[config.mk]
export PLATFORM = sky130hd
export DESIGN_NAME = amount_bcd_conv
export DESIGN_NICKNAME = d
export VERILOG_FILES = /design/src/rtl/amount_bcd_conv_pkg.sv /design/src/rtl/amount_bcd_conv_add3.sv /design/src/rtl/amount_bcd_conv.sv
export SDC_FILE = /design/constraint.sdc
export NUM_CORES = 1
export LEC_CHECK = 0
export CAP_MARGIN = 20
export CORE_ASPECT_RATIO = 0.75
export CORE_MARGIN = 1.5
export CORE_UTILIZATION = 55
export CTS_CLUSTER_SIZE = 14
export DETAILED_ROUTE_END_ITERATION = 6
export HOLD_SLACK_MARGIN = 0.06
export PLACE_DENSITY = 0.78
export RECOVER_POWER = 50
export SLEW_MARGIN = 20
export SYNTH_ARGS = -nofsm -noshare
export SYNTH_HDL_FRONTEND = slang
export SYNTH_SLANG_ARGS = --single-unit
[constraint.sdc]
create_clock -name clk -period 3.6 [get_ports clk]
set_input_delay 0.9 -clock clk [delete_from_list [all_inputs] [get_ports clk]]
set_output_delay 0.9 -clock clk [all_outputs]
set_load 0.01 [all_outputs]
[src/rtl/amount_bcd_conv_pkg.sv]
// Shared types and constants for the jiao-to-BCD converter feeding the seg driver.
// Holds the FSM encoding, the digit width, and helpers that size the saturation logic.
package amount_bcd_conv_pkg;

   typedef enum logic [1:0] {
      ST_IDLE,
      ST_SHIFT,
      ST_DONE
   } state_t;

   localparam int BCD_W = 4;

   // Packed BCD word with the lowest `digits` nibbles set to 9.
   function automatic logic [63:0] sat_value(input int digits);
      logic [63:0] r;
      r = '0;
      for (int i = 0; i < digits; i++) r[i*BCD_W +: BCD_W] = 4'd9;
      return r;
   endfunction

   // Largest amount that fits in `digits` decimal digits (10^digits - 1).
   function automatic logic [63:0] max_value(input int digits);
      logic [63:0] p;
      p = 64'd1;
      for (int i = 0; i < digits; i++) p = p * 64'd10;
      return p - 64'd1;
   endfunction

endpackage

[src/rtl/amount_bcd_conv_add3.sv]
// One double-dabble correction cell: a BCD digit of 5 or more gets +3 before the shift.
module bcd_add3 (
   input  logic [3:0] digit,
   input  logic [3:0] adjusted_digit_unused_guard,
   output logic [3:0] adjusted
);
   assign adjusted = (digit >= 4'd5) ? (digit + 4'd3) : digit;
endmodule

[src/rtl/amount_bcd_conv.sv]
// Iterative binary-to-BCD converter (one bit per clock) with start/busy/done handshake,
// leading-zero blanking that never blanks the decimal-point digit or below, and saturation.
module amount_bcd_conv #(
   parameter int BIN_W  = 20,
   parameter int DIGITS = 6,
   parameter int DP_POS = 1
) (
   input  logic                clk,
   input  logic                rst,
   input  logic                start,
   input  logic [BIN_W-1:0]    bin_in,
   output logic                busy,
   output logic                done,
   output logic [4*DIGITS-1:0] bcd_out,
   output logic [DIGITS-1:0]   blank,
   output logic                ovf
);
   import amount_bcd_conv_pkg::*;

   localparam int                ACC_W     = BCD_W * DIGITS;
   localparam int                CNT_W     = $clog2(BIN_W + 1);
   localparam logic [ACC_W-1:0]  SAT_VAL   = ACC_W'(sat_value(DIGITS));
   localparam logic [63:0]       MAX_VAL   = max_value(DIGITS);
   localparam logic [DIGITS-1:0] BLANK_RST = ~DIGITS'((1 << (DP_POS + 1)) - 1);

   if (((64'd1 << BIN_W) - 64'd1) > (64'd1 << ACC_W)) begin : g_width_chk
      $error("amount_bcd_conv: BIN_W too wide for a %0d-digit BCD accumulator", DIGITS);
   end

   state_t             state;
   logic [BIN_W-1:0]   bin_sr;
   logic [ACC_W-1:0]   bcd_acc;
   logic [ACC_W-1:0]   adj;
   logic [CNT_W-1:0]   bit_cnt;
   logic               sat;
   logic               over_range;
   logic               zero_run;
   logic [DIGITS-1:0]  blank_nxt;

   assign over_range = (64'(bin_in) > MAX_VAL);

   for (genvar g = 0; g < DIGITS; g++) begin : g_add3
      bcd_add3 u_add3 (
         .digit                      (bcd_acc[g*BCD_W +: BCD_W]),
         .adjusted_digit_unused_guard(4'd0),
         .adjusted                   (adj[g*BCD_W +: BCD_W])
      );
   end

   // NOTE: every variable written here is given a value before the loop, so no latch is inferred.
   always_comb begin
      zero_run  = 1'b1;
      blank_nxt = '0;
      for (int i = DIGITS - 1; i >= 0; i--) begin
         zero_run     = zero_run & (bcd_acc[i*BCD_W +: BCD_W] == 4'd0);
         blank_nxt[i] = (i > DP_POS) && zero_run;
      end
   end

   // NOTE: state registers use non-blocking assignments so all updates see pre-edge values.
   always_ff @(posedge clk or posedge rst) begin
      if (rst) begin
         state   <= ST_IDLE;
         bin_sr  <= '0;
         bcd_acc <= '0;
         bit_cnt <= '0;
         sat     <= 1'b0;
         busy    <= 1'b0;
         done    <= 1'b0;
         bcd_out <= '0;
         blank   <= BLANK_RST;
         ovf     <= 1'b0;
      end else begin
         done <= 1'b0;
         case (state)
            ST_IDLE: begin
               // A start coinciding with the done pulse is dropped, not queued.
               if (start && !done) begin
                  busy    <= 1'b1;
                  bit_cnt <= '0;
                  state   <= ST_SHIFT;
                  if (over_range) begin
                     sat     <= 1'b1;
                     bcd_acc <= SAT_VAL;
                     bin_sr  <= '0;
                  end else begin
                     sat     <= 1'b0;
                     bcd_acc <= '0;
                     bin_sr  <= bin_in;
                  end
               end
            end
            ST_SHIFT: begin
               // Saturated requests hold the nines for one cycle so done lands two edges after start.
               if (sat) begin
                  state <= ST_DONE;
               end else begin
                  {bcd_acc, bin_sr} <= {adj[ACC_W-2:0], bin_sr, 1'b0};
                  bit_cnt           <= bit_cnt + 1'b1;
                  if (bit_cnt == CNT_W'(BIN_W - 1)) state <= ST_DONE;
               end
            end
            ST_DONE: begin
               bcd_out <= bcd_acc;
               blank   <= blank_nxt;
               ovf     <= sat;
               done    <= 1'b1;
               busy    <= 1'b0;
               state   <= ST_IDLE;
            end
            default: state <= ST_IDLE;
         endcase
      end
   end

endmodule

==> reports/metrics.yaml <==
outcome: "complete, but fails checks"
violations: "capacitance limit, slew limit"
cellPowerDensity_nw_per_um2: 879
overflow: 0
async_flop_share_pct: 100
io_buffers: 53
hpwl_um: 6240
irDropWorstVdd_mv: 0.452
hold_class: "register to register"
worst_slew_pin_slew_ps: 2140
drt_first_pass_iters: 5
setup_viol: 0
start_util_pct: 58.4
fin_setup_tns_ps: 0
vias_per_cell: 5.61
synth_cell_type_count: 47
maxSlewViolCount: 46
cts.clk_slew.worst_paths_ps: 90
wl_um: 9260
root_buffer: "clkbuf_8"
clockBufferDepth: 2
cts_max_level: 3
drcViolationCount: 0
endpoint_kind: "register"
grt_max_degree: 47
numCtsBuffers: 9
yosysSeqAreaShare_pct: 51.0
whs_ps: 462
utilization_pct: 70.6
grt_pass1_wl_um: 16100
drv_cap: 1
synthCells: 432
fin_area_um2: 4940
gp_congestion: 0.795
final_cells: 583
startpoint_type: "primary input"
post_cts_buffers: 0
die_area_um2: 7950
relSlewSlack_pct: -43.5
synth_area_leader_cell: "dfrtp_1"
regToRegStartpoint: "state[1]$_DFFE_PP0P_"
drive_above_1_share_pct: 8.04
io_pins: 56
p_leak_nw: 2.24
layout_min_cycle_time_ps: 2820
ctsResizeCount: 0
crit_start: "start"
cts_sinks: 83
dp_slack_ps: 733
place_inst: 567
worstHoldStart: "blank[3]$_DFFE_PP1P_"
critPathKind: "primary input to register"
vias: 3268
syn_to_final_growth_pct: 21.0
grt_pass1_vias: 3356
synth-seq-cells: 83
die_h_um: 77.6
grt_antenna_before_repair: 0
synth_area_leaders: "dfrtp_1 (48%), nand2_1 (9.7%), ha_1 (4.9%), o211ai_1 (3.3%), nand3_1 (2.7%)"
max_freq_mhz: 354
wl_per_cell_um: 15.9
rsz0062_at_grt: "false"
synthesis.area_um2: 4080
critPathArrivalTime_ps: 3080
finClkSkew_ps: 13.4
dpl_cell_area_um2: 4710
fin_ws_ps: 778
worstPathMaxFanout: 20
nets: 519
synth_flop_cell: "dfrtp_1"
grt_use_total_pct: 26.2
yosysTopAreaCellShare_pct: 48.4
n_antenna_cell: 0
clkLatencyLatePin_ps: 350
tritoncts: "done"
die_x_um: 102
finalCritPeriodShare_pct: 78.4
avgSynthCellArea_um2: 9.45
ctsHoldBuffers: 0
hold_viol_final: 0
synth_edf_count: 0
crit_required_ps: 3850
rows: 26
initialDrtViolationCount: 169
core_area_um2: 6990
ys_warn_count: 0
drtAntennaViolNets: 0
power.total_mw: 4.35
-- flip-flops by register name, summed over array words and instances (netlist names) --
name / flops
ovf: 1
state: 2
busy: 1
bcd_out: 24
done: 1
bit_cnt: 5
bin_sr: 20
sat: 1
bcd_acc: 24
blank: 4
-- cell type report --
cell class                 count  area (um^2)
clock buffer                  10          138
clock inverter                 6          113
fill                         560         2050
inverter                      14         53.8
multi-input combinational    311         1830
sequential                    83         2080
tap                           98          123
timing repair buffer          61          603
-- cells in the final DEF, fill, tap and decap left out, types with 2 or more instances in the layout --
master and count:
and3_1 2, buf_4 7, a31oi_1 6, mux2i_1 6, o211ai_1 18, dfstp_2 4
a21o_1 7, clkbuf_8 10, ha_1 16, xor2_1 5, nor2_1 18, dfrtp_1 79
clkinv_4 2, xnor2_1 6, clkdlybuf4s50_1 51, inv_1 13, o21ai_1 2, nand4_1 2
o22ai_1 6, conb_1 2, or3_1 6, dlygate4sd3_1 2, a221o_1 2, nand2_1 105
a21oi_1 17, bufinv_16 3, a22o_1 7, nand3_1 22, o21ai_0 22, nor3b_1 7
nand2b_1 8
-- synthesized netlist by cell type (3+ instances only) --
cell and count:
a21oi_1 17, nand3_1 22, nor3b_1 7, dfstp_2 4, a21o_1 7, a22o_1 7, inv_1 14, xor2_1 5
xnor2_1 6, a31oi_1 6, dfrtp_1 79, o211ai_1 18, o22ai_1 6, nand2_1 105, ha_1 16, mux2i_1 6
o21ai_0 22, clkbuf_1 11, nor2_1 18, or3_1 6, nand2b_1 8, buf_2 8, buf_1 3
-- critical path, cell delays in order --
cell           delay, ps
dlygate4sd3_1        560
nor4b_1              940
buf_4                390
nand2_1              100
o211ai_1             190
-- where the power goes --
group,internal (mW),switching (mW)
Clock,0.481,0.331
Combinational,0.880,1.06
Sequential,1.30,0.292
-- path summary, 6_finish.rpt --
kind	to	slack, ps	cells after the start
worst max-delay path	bin_sr[1]$_DFFE_PP0P_	780	5
worst min-delay path	blank[3]$_DFFE_PP1P_	460	2
worst max register to register	bin_sr[1]$_DFFE_PP0P_	1370	4
worst min register to register	blank[3]$_DFFE_PP1P_	460	2
max in group asynchronous	blank[5]$_DFFE_PP1P_	1040	3
min in group asynchronous	bin_sr[13]$_DFFE_PP0P_	1570	2
-- metal layers --
layer | GRT usage (%) | up-vias | share of wire [%]
li1 | - | 1579 | -
met1 | 36.1 | 1568 | 45
met2 | 41.6 | 107 | 48
met3 | 5.68 | 14 | 5.4
met4 | 7.95 | 0 | 1.3
met5 | 0 | - | 0
-- cell families (layout without fill, tap and decap cells) --
family                     Yosys count  after routing  synth area share [%]
AOI/OAI and AO/OA                   94             94                  15.1
other                                1              2                0.0919
DFF                                 83             83                  51.0
xor gates and xnor gates            11             11                  2.36
buffers and inverters               39             91                  4.20
and+or+nand+nor                    181            181                  20.5
muxes                                7              7                  1.84
adders and majority gates           16             16                  4.90
Note: power is estimated with default switching activity, not from simulation.
